--- src/rtl/rob_multi.sv ---
// Reorder buffer with in-order retirement, two writeback channels (ALU with branch
// resolution, load/store), dual operand lookup with same-cycle forwarding and flush.
module rob_multi #(
  parameter int PTR_W  = 3,
  parameter int DATA_W = 32,
  parameter int RD_W   = 5
) (
  input  logic              clk,
  input  logic              rst,
  input  logic              disp_valid,
  input  logic [RD_W-1:0]   disp_rd,
  input  logic [DATA_W-1:0] disp_pc,
  output logic              disp_ready,
  output logic [PTR_W-1:0]  disp_tag,
  input  logic              wb0_valid,
  input  logic [PTR_W-1:0]  wb0_tag,
  input  logic [DATA_W-1:0] wb0_data,
  input  logic              wb0_mispredict,
  input  logic [DATA_W-1:0] wb0_target,
  input  logic              wb1_valid,
  input  logic [PTR_W-1:0]  wb1_tag,
  input  logic [DATA_W-1:0] wb1_data,
  input  logic [PTR_W-1:0]  q1_tag,
  input  logic [PTR_W-1:0]  q2_tag,
  output logic              q1_ready,
  output logic              q2_ready,
  output logic [DATA_W-1:0] q1_data,
  output logic [DATA_W-1:0] q2_data,
  output logic              commit_valid,
  output logic [RD_W-1:0]   commit_rd,
  output logic [DATA_W-1:0] commit_data,
  output logic [DATA_W-1:0] commit_pc,
  output logic              flush,
  output logic [DATA_W-1:0] flush_pc
);

  localparam int DEPTH = 1 << PTR_W;
  localparam logic [PTR_W:0] FULL = (PTR_W+1)'(DEPTH);

  logic [DEPTH-1:0]  busy, rdy, mis;
  logic [RD_W-1:0]   rd_q   [DEPTH];
  logic [DATA_W-1:0] pc_q   [DEPTH];
  logic [DATA_W-1:0] data_q [DEPTH];
  logic [DATA_W-1:0] tgt_q  [DEPTH];
  logic [PTR_W-1:0]  head, tail;
  logic [PTR_W:0]    count;

  logic dispatch, wb0_hit, wb1_hit;

  assign commit_valid = (count != '0) && rdy[head];
  assign flush        = commit_valid && mis[head];
  assign flush_pc     = flush ? tgt_q[head] : '0;
  assign commit_rd    = commit_valid ? rd_q[head]   : '0;
  assign commit_data  = commit_valid ? data_q[head] : '0;
  assign commit_pc    = commit_valid ? pc_q[head]   : '0;

  // A retiring slot is not reusable until the next cycle; flush blocks dispatch outright.
  assign disp_ready = (count != FULL) && !flush;
  assign disp_tag   = tail;
  assign dispatch   = disp_valid && disp_ready;

  // wb0 wins a same-tag collision, so wb1 is suppressed whenever wb0 targets that tag.
  assign wb0_hit = wb0_valid && busy[wb0_tag];
  assign wb1_hit = wb1_valid && busy[wb1_tag] && !(wb0_valid && (wb0_tag == wb1_tag));

  always_comb begin
    q1_ready = 1'b0;
    q1_data  = '0;
    if (busy[q1_tag]) begin
      if (wb0_valid && (wb0_tag == q1_tag)) begin
        q1_ready = 1'b1;
        q1_data  = wb0_data;
      end else if (wb1_valid && (wb1_tag == q1_tag)) begin
        q1_ready = 1'b1;
        q1_data  = wb1_data;
      end else if (rdy[q1_tag]) begin
        q1_ready = 1'b1;
        q1_data  = data_q[q1_tag];
      end
    end
  end

  always_comb begin
    q2_ready = 1'b0;
    q2_data  = '0;
    if (busy[q2_tag]) begin
      if (wb0_valid && (wb0_tag == q2_tag)) begin
        q2_ready = 1'b1;
        q2_data  = wb0_data;
      end else if (wb1_valid && (wb1_tag == q2_tag)) begin
        q2_ready = 1'b1;
        q2_data  = wb1_data;
      end else if (rdy[q2_tag]) begin
        q2_ready = 1'b1;
        q2_data  = data_q[q2_tag];
      end
    end
  end

  // Control state; a flush retires the head implicitly by emptying the whole buffer.
  always_ff @(posedge clk) begin
    if (rst) begin
      busy  <= '0;
      rdy   <= '0;
      mis   <= '0;
      head  <= '0;
      tail  <= '0;
      count <= '0;
    end else if (flush) begin
      busy  <= '0;
      head  <= '0;
      tail  <= '0;
      count <= '0;
    end else begin
      if (dispatch) begin
        busy[tail] <= 1'b1;
        rdy[tail]  <= 1'b0;
        mis[tail]  <= 1'b0;
        tail       <= tail + PTR_W'(1);
      end
      if (wb0_hit) begin
        rdy[wb0_tag] <= 1'b1;
        mis[wb0_tag] <= wb0_mispredict;
      end
      if (wb1_hit) begin
        rdy[wb1_tag] <= 1'b1;
      end
      if (commit_valid) begin
        busy[head] <= 1'b0;
        head       <= head + PTR_W'(1);
      end
      case ({dispatch, commit_valid})
        2'b10:   count <= count + (PTR_W+1)'(1);
        2'b01:   count <= count - (PTR_W+1)'(1);
        default: count <= count;
      endcase
    end
  end

  always_ff @(posedge clk) begin
    if (!rst && !flush) begin
      if (dispatch) begin
        rd_q[tail] <= disp_rd;
        pc_q[tail] <= disp_pc;
      end
      if (wb0_hit) begin
        data_q[wb0_tag] <= wb0_data;
        tgt_q[wb0_tag]  <= wb0_target;
      end
      if (wb1_hit) begin
        data_q[wb1_tag] <= wb1_data;
      end
    end
  end

endmodule

--- config.mk ---
export PLATFORM = sky130hd
export DESIGN_NAME = rob_multi
export DESIGN_NICKNAME = d
export VERILOG_FILES = /design/src/rtl/rob_multi.sv
export SDC_FILE = /design/constraint.sdc
export NUM_CORES = 1
export LEC_CHECK = 0
export BUFFER_PORTS_ARGS = -buffer_cell sky130_fd_sc_hd__buf_2
export CAP_MARGIN = 5
export CORE_MARGIN = 1
export CORE_UTILIZATION = 40
export DETAILED_ROUTE_END_ITERATION = 10
export SETUP_SLACK_MARGIN = 0.02
export SYNTH_ARGS = -nofsm -noshare
export SYNTH_HDL_FRONTEND = slang
export SYNTH_SLANG_ARGS = --single-unit
--- constraint.sdc ---
create_clock -name clk -period 5.3 [get_ports clk]
set_clock_uncertainty 0.05 [all_clocks]
set_input_delay 0.795 -clock clk [delete_from_list [all_inputs] [get_ports clk]]
set_output_delay 0.795 -clock clk [all_outputs]
set_load 0.005 [all_outputs]
# Yosys cells after proc, flatten, opt, wreduce, memory -nomap -nowiden
# Memories as Yosys holds them, arrays and structs flattened. A register that Yosys moved wholly into a read port is not among the register bits.
# Cells that the tools add are included.
[word_totals]
word_cells = 141
memories = 4
mem_bits_rw = 808
output_inout_bits = 173
reg_bits = 34
[mem_list]
columns = ["name", "depth", "width", "rd", "rd_ports_with_merged_regs", "write_ports", "line_no", "text"]
rows = [
  ["data_q", 8, 32, 3, 1, 2, "43", "logic [DATA_W-1:0] data_q [DEPTH];"],
  ["pc_q", 8, 32, 1, 1, 1, "42", "logic [DATA_W-1:0] pc_q [DEPTH];"],
  ["tgt_q", 8, 32, 1, 1, 1, "44", "logic [DATA_W-1:0] tgt_q [DEPTH];"],
  ["rd_q", 8, 5, 1, 1, 1, "41", "logic [RD_W-1:0] rd_q [DEPTH];"],
]
[op_classes]
n_lt_le_gt_ge = 10
n_mux = 78
reduce_logical = 23
n_eq_ne = 8
n_addsub = 4
bitwise = 8
[ops]
columns = ["op", "n"]
rows = [
  ["$mux W32", 11],
  ["$mux W8", 15],
  ["$mux W1", 29],
  ["$and A8 B8 Y8", 3],
  ["$bmux W1 S3", 8],
  ["$lt A3 B4 Y1 const B", 6],
  ["$mux W3", 8],
  ["$or A8 B8 Y8", 3],
  ["$logic_and A1 B1 Y1", 17],
  ["$not A8 Y8", 2],
  ["$eq A3 B3 Y1", 5],
  ["$demux W1 S3", 4],
  ["$ge A3 B1 Y1 const B", 4],
  ["$bwmux W8", 1],
  ["$pmux W4 S2", 1],
  ["$add A3 B1 Y3 const B", 2],
  ["$mux W5", 1],
  ["$add A4 B1 Y4 const B", 1],
  ["$ne A4 B4 Y1 const B", 1],
  ["$reduce_bool A4 Y1", 1],
  ["$sub A4 B1 Y4 const B", 1],
  ["$logic_not A1 Y1", 3],
  ["$eq A2 B1 Y1 const B", 1],
  ["$eq A2 B2 Y1 const B", 1],
  ["2 further kinds", 2],
]

# Longest topological paths before layout
# Gate-level depths: netlist of run 1.
[logic_depth]
depth_word = 16
ltp_mapped = 16
depth_no_buf = 11

# Least setup slack after synthesis of run 1
# Ideal clock, no wire load.
[synth_timing]
path_kind = "register to register"
startpoint = "reg head[0]"
endpoint = "mem data_q[1][0] (enable)"
arrival_ns = 4.763
setup_time_ns = 0.375
synth_period_minus_slack_ns = 5.187
slack_ns = 0.113
path_buffers = 3
path_stages_with_launch = 10
path_cell_list = "dfxtp_1 -> buf_6 -> mux4_2 -> mux2i_1 -> or3_1 -> buf_6 -> inv_1 -> buf_2 -> nor3_1 -> or2_2"
[synth_lines]
columns = ["element", "line_no", "text"]
rows = [
  ["from (decl)", "45", "logic [PTR_W-1:0] head, tail;"],
  ["from (signal assigned)", "130", "head <= head + PTR_W'(1);"],
  ["to (decl)", "43", ""],
]

# Worst setup path in the final report of run 1
[layout_timing]
startpoint = "reg head[0]"
endpoint = "out disp_ready"
[layout_between]
elab_chain_cells = 6
word_cells_on_any_way = 8
cone_classes = "4 x mux; 4 x reduce/logical"
[layout_lines]
columns = ["element", "line_no", "text"]
rows = [
  ["$bmux W1 S3", "50", "assign commit_valid = (count != '0) && rdy[head];"],
  ["$mux W1 (not written as such)", "50", ""],
  ["$logic_and A1 B1 Y1", "50", ""],
  ["$logic_and A1 B1 Y1 *", "51", "assign flush = commit_valid && mis[head];"],
  ["$logic_not A1 Y1 *", "58", "assign disp_ready = (count != FULL) && !flush;"],
  ["$logic_and A1 B1 Y1 *", "58", ""],
  ["to (decl)", "13", "output logic disp_ready,"],
]
# Every way passes the cells marked *; elsewhere a longest branch is shown, timed or not. The select of a mux whose other input is x is not followed.

==> results.yml, run 1 <==
status:
  run_status: "complete, no violations"
finish:
  layout.cells.most_common_list: "808 x sky130_fd_sc_hd__edfxtp_1, 341 x sky130_fd_sc_hd__mux4_2, 319 x sky130_fd_sc_hd__buf_2"
  most_common_library_cell_in_the_layout_ignoring_fill_and_taps: "sky130_fd_sc_hd__edfxtp_1"
  layout_cells_sized_above_1_pct: 41.93
  n_fill_cell: 8870
  final_net_count: 2854
  layout-area-overhead-vs-synth_pct: 14.84
clock_tree:
  cts-resized-gates: 0
  postCtsSetupBuffers: 0
  cts_hold_repair.buffers: 0
  root_buffer: "sky130_fd_sc_hd__clkbuf_16"
  clock_tree.buffer_depth: 3
  cts.htree.levels: 3
  clock_latency_ps: 680
  cts.clk_slew.worst_paths_ps: 60
  tritoncts: "built"
  numClockSinks: 845
  inserted_clock_buffers: 93
floorplanning:
  effective_utilization_at_floorplan_pct: 40.40
  die-height_um: 325.8
  design.core.area_mm2: 0.1038
  die_area_mm2: 0.1061
  floorplan.die.width_um: 325.8
  floorplan.rows: 118
  design.portCount: 324
yosys:
  synthesis.instances: 2468
  avgSynthCellArea_um2: 16.99
  register_area_share_after_synthesis_pct: 59.62
  synth_top_family_by_area: "multiplexers"
  synthSimpleGateAreaFrac_pct: 4.610
  yosys-mux-area-fraction_pct: 30.04
  synth_compound_gate_area_share_pct: 2.300
  yosys.area_share.xor_xnor_pct: 0.4386
  synth_nets: 2624
  ys_ff_latch: 845
  syn_area_mm2: 0.04194
  async_set_or_reset_register_ratio_after_synthesis_pct: 0
  synth_enable_flop_cells: 808
  synth_warnings: 0
  number_of_distinct_library_cell_variants_in_the_gate_level_netlist_after_synthesis: 59
  postSynth.topFlopCell: "sky130_fd_sc_hd__edfxtp_1"
  synthAdderAreaFrac_pct: 0.1492
job:
  drv_cap: 0
timing:
  final_min_period_over_clock_period_pct: 88.15
  rsz0062_at_grt: "false"
  whs_ps: 334.2
  timing.fmax_mhz: 214.0
  finalSetupTns_ps: 0
  min_period_ps: 4672
  hold_viol: 0
  timing.final.setup_violations: 0
  tightestPinTransition_ps: 1012
  timing_max_transition_violations_final: 0
  layout_setup_ws_ps: 628.1
  max-slew-margin-rel_pct: 31.93
detailed_routing:
  drt_iter0_markers: 2185
  route.detailed.drc: 0
  first_pass_iters: 5
  drt-wirelength-per-cell_um: 28.67
  route.vias.total: 24670
  drt-total-wl_um: 119100
  drtAntennaViolNets: 0
  avgViaCountPerCell: 5.936
worst_hold_path:
  worstHoldPathCells: 1
  min-delay-path-class: "primary input to register"
grt:
  global_route.usage.met1_pct: 28.62
  grtUsageTotal_pct: 22.26
  antenna_found_initial: 29
  gr-usage-met2_pct: 37.16
  grt-busiest-layer: "met2"
  grt_pass1_vias: 25910
  grt_first_pass_wirelength_um: 173400
  grt_max_degree: 61
  grt_remaining_overflow: 0
  globalRouteMet3Util_pct: 5.407
worst_setup_path:
  required_ps: 4450
  reg2regPathDepth: 7
  crit_path_max_fanout: 29
  crit_path_start_kind: "register"
  worst_setup_path_end_kind: "output pin"
  setup.worst_path.class: "register to output pin"
  arrival_ps: 3830
power_and_ir_drop:
  p_leak_uw: 0.01566
  pwr_density_cell_mw_per_mm2: 304.3
  vdd.ir_drop.worst_uv: 283.3
place:
  hpwl_um: 70890
  pre_cts_ws_ps: 1067
  portBuffers: 323
  routabilityCongestion: 0.8598
==> path summary, 6_finish.rpt <==
path / slack, ps / startpoint / to
min reg2reg: 440 / mis[0]$_SDFFE_PP0N_ / mis[0]$_SDFFE_PP0N_
max: 630 / head[0]$_SDFFE_PP0P_ / disp_ready
max reg2reg: 1080 / head[0]$_SDFFE_PP0P_ / data_q[1][26]$_DFFE_PP_
min: 330 / disp_rd[3] / rd_q[1][3]$_DFFE_PP_
==> per-layer routing <==
| metal | routed length (µm) | up-vias |
|---|---|---|
| met1 | 46790 | 12820 |
| met3 | 9946 | 235 |
| li1 | - | 10500 |
| met5 | 207 | - |
| met4 | 3346 | 36 |
| met2 | 58820 | 1082 |
==> through the flow <==
| stage | instances | util [%] | total power [µW] | instance area [µm²] |
|---|---|---|---|---|
| after floorplan | 2468 | - | 8076 | 41940 |
| after global placement | 3983 | 43.47 | 8352 | 45120 |
| after detailed placement | 3983 | 43.47 | 8387 | 45120 |
| after CTS | 4151 | 46.39 | 14790 | 48150 |
| after global routing | 4153 | 46.39 | 15080 | 48150 |
| final | 4155 | 46.40 | 14650 | 48160 |
==> worst max-delay path, cell delays in order (launching register included) <==
cell	delay (ps)
sky130_fd_sc_hd__dfxtp_1	700
sky130_fd_sc_hd__mux4_2	570
sky130_fd_sc_hd__mux2i_1	310
sky130_fd_sc_hd__or3_2	650
sky130_fd_sc_hd__buf_4	490
sky130_fd_sc_hd__and2_1	200
sky130_fd_sc_hd__buf_2	170
==> logic make-up (layout without fill, tap and decap cells) <==
kind of cell             after synthesis  after routing
adder cells (fa/ha/maj)                5              5
AO/OA/AOI/OAI                        129            129
buffers and inverters                277            580
XOR/XNOR                              21             21
AND/OR/NAND/NOR                      412            412
flip-flops                           845            845
multiplexers                         779            779
other                                  0              4
==> sequential cells by signal (all words and copies together), names as in the netlist, named ones only <==
register,cells
data_q,256
pc_q,256
tgt_q,256
rd_q,40
busy,8
mis,8
rdy,8
count,4
disp_tag,3
head,3
==> cell usage after synthesis (8+ instances only) <==
library cell / number / area share (%)
sky130_fd_sc_hd__mux2_1: 9 / 0.24
sky130_fd_sc_hd__a211oi_1: 66 / 1.2
sky130_fd_sc_hd__o21ai_0: 8 / 0.095
sky130_fd_sc_hd__mux2_2: 192 / 5.2
sky130_fd_sc_hd__inv_1: 17 / 0.15
sky130_fd_sc_hd__a21oi_1: 11 / 0.13
sky130_fd_sc_hd__buf_1: 69 / 0.62
sky130_fd_sc_hd__buf_6: 13 / 0.35
sky130_fd_sc_hd__nor2_1: 199 / 1.8
sky130_fd_sc_hd__mux4_2: 341 / 18
sky130_fd_sc_hd__edfxtp_1: 808 / 58
sky130_fd_sc_hd__clkbuf_1: 146 / 1.3
sky130_fd_sc_hd__nor3_1: 133 / 1.6
sky130_fd_sc_hd__o211ai_1: 8 / 0.14
sky130_fd_sc_hd__xor2_1: 8 / 0.17
sky130_fd_sc_hd__mux2i_1: 181 / 4.3
sky130_fd_sc_hd__buf_2: 26 / 0.31
sky130_fd_sc_hd__xnor2_1: 13 / 0.27
sky130_fd_sc_hd__nor2b_1: 10 / 0.15
sky130_fd_sc_hd__nand2_1: 16 / 0.14
sky130_fd_sc_hd__dfxtp_1: 37 / 1.8
sky130_fd_sc_hd__mux2_4: 56 / 2.0
==> area by class of cell <==
cell class	instances	area [µm²]	share of cell area, %
inverters	17	63.81	0.1325
flip-flops and latches	845	25020	51.94
well taps	1380	1727	3.585
repair buffers	395	2317	4.812
clock buffers	121	2474	5.136
diodes	4	10.01	0.02078
multi-input cells	1346	16000	33.22
clock inverters	47	555.5	1.154
==> where the power goes <==
| part | internal, µW | switching (µW) |
|---|---|---|
| combinational | 358 | 494 |
| clock | 3710 | 2690 |
| sequential | 7370 | 28.8 |
| total | 11400 | 3210 |
Power figures use the tool's default switching activity.
==> run 2: changes to the inputs <==
--- a/config.mk
+++ b/config.mk
@@ -7,9 +7,13 @@
 export LEC_CHECK = 0
 export BUFFER_PORTS_ARGS = -buffer_cell sky130_fd_sc_hd__buf_2
 export CAP_MARGIN = 5
+export CELL_PAD_IN_SITES_DETAIL_PLACEMENT = 0
+export CELL_PAD_IN_SITES_GLOBAL_PLACEMENT = 1
 export CORE_MARGIN = 1
 export CORE_UTILIZATION = 40
+export CTS_CLUSTER_DIAMETER = 150
 export DETAILED_ROUTE_END_ITERATION = 10
+export PLACE_DENSITY_LB_ADDON = 0.1
 export SETUP_SLACK_MARGIN = 0.02
 export SYNTH_ARGS = -nofsm -noshare
 export SYNTH_HDL_FRONTEND = slang
==> run 2 against run 1 <==
First-iteration DRC count shrank 18%; non-clock buffer count up 4; via count decreased by 1.5%; die area is the same; sequential power hardly changed; cell count increased by 0.22%; clock-buffer cell count is 4 higher; wire length up 1.5%; critical path depth rose by 1; hold slack got worse by 3.9 ps; clock power rose by 2%; sequential share of layout area is 0.16 points lower; critical path type unchanged.
==> results.yml, run 2 (synthesis gave the netlist of run 1 again) <==
status:
  run_status: "complete, no violations"
clock_tree:
  cts.htree.levels: 3
  inserted_clock_buffers: 94
  clock_tree.buffer_depth: 3
  numClockSinks: 845
  clock_latency_ps: 670
  cts-resized-gates: 0
  cts.clk_slew.worst_paths_ps: 60
  root_buffer: "sky130_fd_sc_hd__clkbuf_16"
  tritoncts: "built"
  cts_hold_repair.buffers: 0
  postCtsSetupBuffers: 0
finish:
  layout.cells.most_common_list: "808 x sky130_fd_sc_hd__edfxtp_1, 341 x sky130_fd_sc_hd__mux4_2, 319 x sky130_fd_sc_hd__buf_2"
  final_net_count: 2859
  n_fill_cell: 8933
  layout-area-overhead-vs-synth_pct: 15.18
  most_common_library_cell_in_the_layout_ignoring_fill_and_taps: "sky130_fd_sc_hd__edfxtp_1"
  layout_cells_sized_above_1_pct: 42.07
  postLayoutCoreUtil_pct: 46.54
  reg_top3: "data_q (256), pc_q (256), tgt_q (256)"
timing:
  max-slew-margin-rel_pct: 23.75
  final_min_period_over_clock_period_pct: 88.15
  timing.final.setup_violations: 0
  rsz0062_at_grt: "false"
  hold_viol: 0
  tightestPinTransition_ps: 1120
  timing.fmax_mhz: 214.0
  finalSetupTns_ps: 0
  timing_max_transition_violations_final: 0
  min_period_ps: 4672
worst_hold_path:
  worstHoldPathCells: 1
  holdCritStartpoint: "wb0_target[19]"
  min-delay-path-class: "primary input to register"
  worst_hold_path_ep: "tgt_q[0][19]$_DFFE_PP_"
floorplanning:
  design.core.area_mm2: 0.1038
  effective_utilization_at_floorplan_pct: 40.40
  die-height_um: 325.8
  floorplan.die.width_um: 325.8
  floorplan.rows: 118
  design.portCount: 324
  die_area_mm2: 0.1061
detailed_routing:
  drt-total-wl_um: 120900
  drt-wirelength-per-cell_um: 29.02
  route.detailed.drc: 0
  drt_iter0_markers: 1791
  drtAntennaViolNets: 0
  route.vias.total: 24300
  first_pass_iters: 5
  avgViaCountPerCell: 5.836
grt:
  grt_pass1_vias: 26150
  grtUsageTotal_pct: 22.69
  antenna_found_initial: 27
  grt_max_degree: 89
  grt_first_pass_wirelength_um: 177000
  grt_remaining_overflow: 0
place:
  portBuffers: 323
  routabilityCongestion: 0.8109
  hpwl_um: 72160
worst_setup_path:
  arrival_ps: 3830
  setup.worst_path.class: "register to output pin"
  timing.reg2reg.setup_slack_ps: 1260
  required_ps: 4450
  worst_r2r_startpoint: "head[0]$_SDFFE_PP0P_"
  rr_endpoint: "data_q[1][31]$_DFFE_PP_"
  cp_slowest_stage_delay_ps: 730
  worst_setup_path_end_kind: "output pin"
  path_cells: "mux2i_1, mux4_2, or3_2, buf_4, buf_4, nor2_1, buf_2"
  slowest_stage: "sky130_fd_sc_hd__dfxtp_1"
  critical-path-top-cell-by-count: "sky130_fd_sc_hd__buf_4"
  reg2regPathDepth: 6
  crit_path_start_kind: "register"
  crit_path_max_fanout: 25
job:
  drv_cap: 0
power_and_ir_drop:
  p_leak_uw: 0.01573
  pwr_density_cell_mw_per_mm2: 306.3
  p_seq_share_pct: 50.0
  vdd.ir_drop.worst_uv: 327.5
  power.switching_fraction_pct: 21.78
  power_frac_comb_pct: 5.9
  share_clk_of_total_power_pct: 44.2
  cellInternalPower_uw: 11570
  power.net_switching_uw: 3222
[run 2: changes by cell type in the layout (fill, tap and decap cells not counted), sizes merged]
cell      delta
buf          +4
clkinvlp     +1
bufinv       +1
clkbuf       +4
clkinv       +4
inv          -6
diode        +1
[run 2: critical path, delay by kind of cell (launching register included)]
family | cells | cell delay (ps)
AND/OR/NAND/NOR | 2 | 920
buffers and inverters | 3 | 730
multiplexers | 2 | 740
flip-flops | 1 | 730
[run 2: layer usage]
layer / global-route usage (%) / wire length, µm / vias up
li1: - / - / 10520
met1: 28.98 / 49000 / 12820
met2: 39.06 / 61320 / 744
met3: 4.762 / 7862 / 186
met4: 6.134 / 2524 / 26
met5: 0 / 150 / -
[run 2: worst max path at each step]
stage / start / end / slack [ps] / depth (start not counted)
after global placement: q1_tag[0] / q1_data[0] / 1080 / 7
final: head[0]$_SDFFE_PP0P_ / flush_pc[3] / 630 / 7
after floorplan: head[0]$_SDFFE_PP0P_ / data_q[1][0]$_DFFE_PP_ / 110 / 9
after CTS: head[0]$_SDFFE_PP0P_ / flush_pc[11] / 550 / 7
after global routing: head[0]$_SDFFE_PP0P_ / flush_pc[20] / 460 / 7
after detailed placement: q1_tag[0] / q1_data[0] / 1010 / 7
[run 2: layout make-up]
cell class	instances	area, µm²	area share (%)
timing repair buffer	399	2385	4.937
clock buffer	125	2552	5.284
inverter	17	63.81	0.1321
antenna	5	12.51	0.02590
tap	1380	1727	3.575
sequential	845	25020	51.79
multi-input combinational	1346	15990	33.10
clock inverter	47	560.5	1.160
[run 2: metrics by stage]
step,power (µW),area [µm²],cells,setup WS (ps),hold slack [ps]
floorplan,8076,41940,2468,112.6,399.8
global placement,8386,45180,3987,1082,413.9
detailed placement,8408,45180,3987,1009,422.6
CTS,14950,48290,4159,554.4,276.3
global route,15250,48290,4159,458.1,310.0
finish,14800,48300,4164,628.0,330.3
[run 2: power groups by stage]
| stage | Clock, µW | Sequential (µW) | Combinational [µW] |
|---|---|---|---|
| 6_report | 6530 | 7400 | 866 |
| 5_1_grt | 6920 | 7400 | 933 |
| 4_1_cts | 6680 | 7390 | 875 |
| 3_5_place_dp | 0 | 7540 | 873 |
| 3_3_place_gp | 0 | 7530 | 855 |
| 2_1_floorplan | 0 | 7530 | 546 |
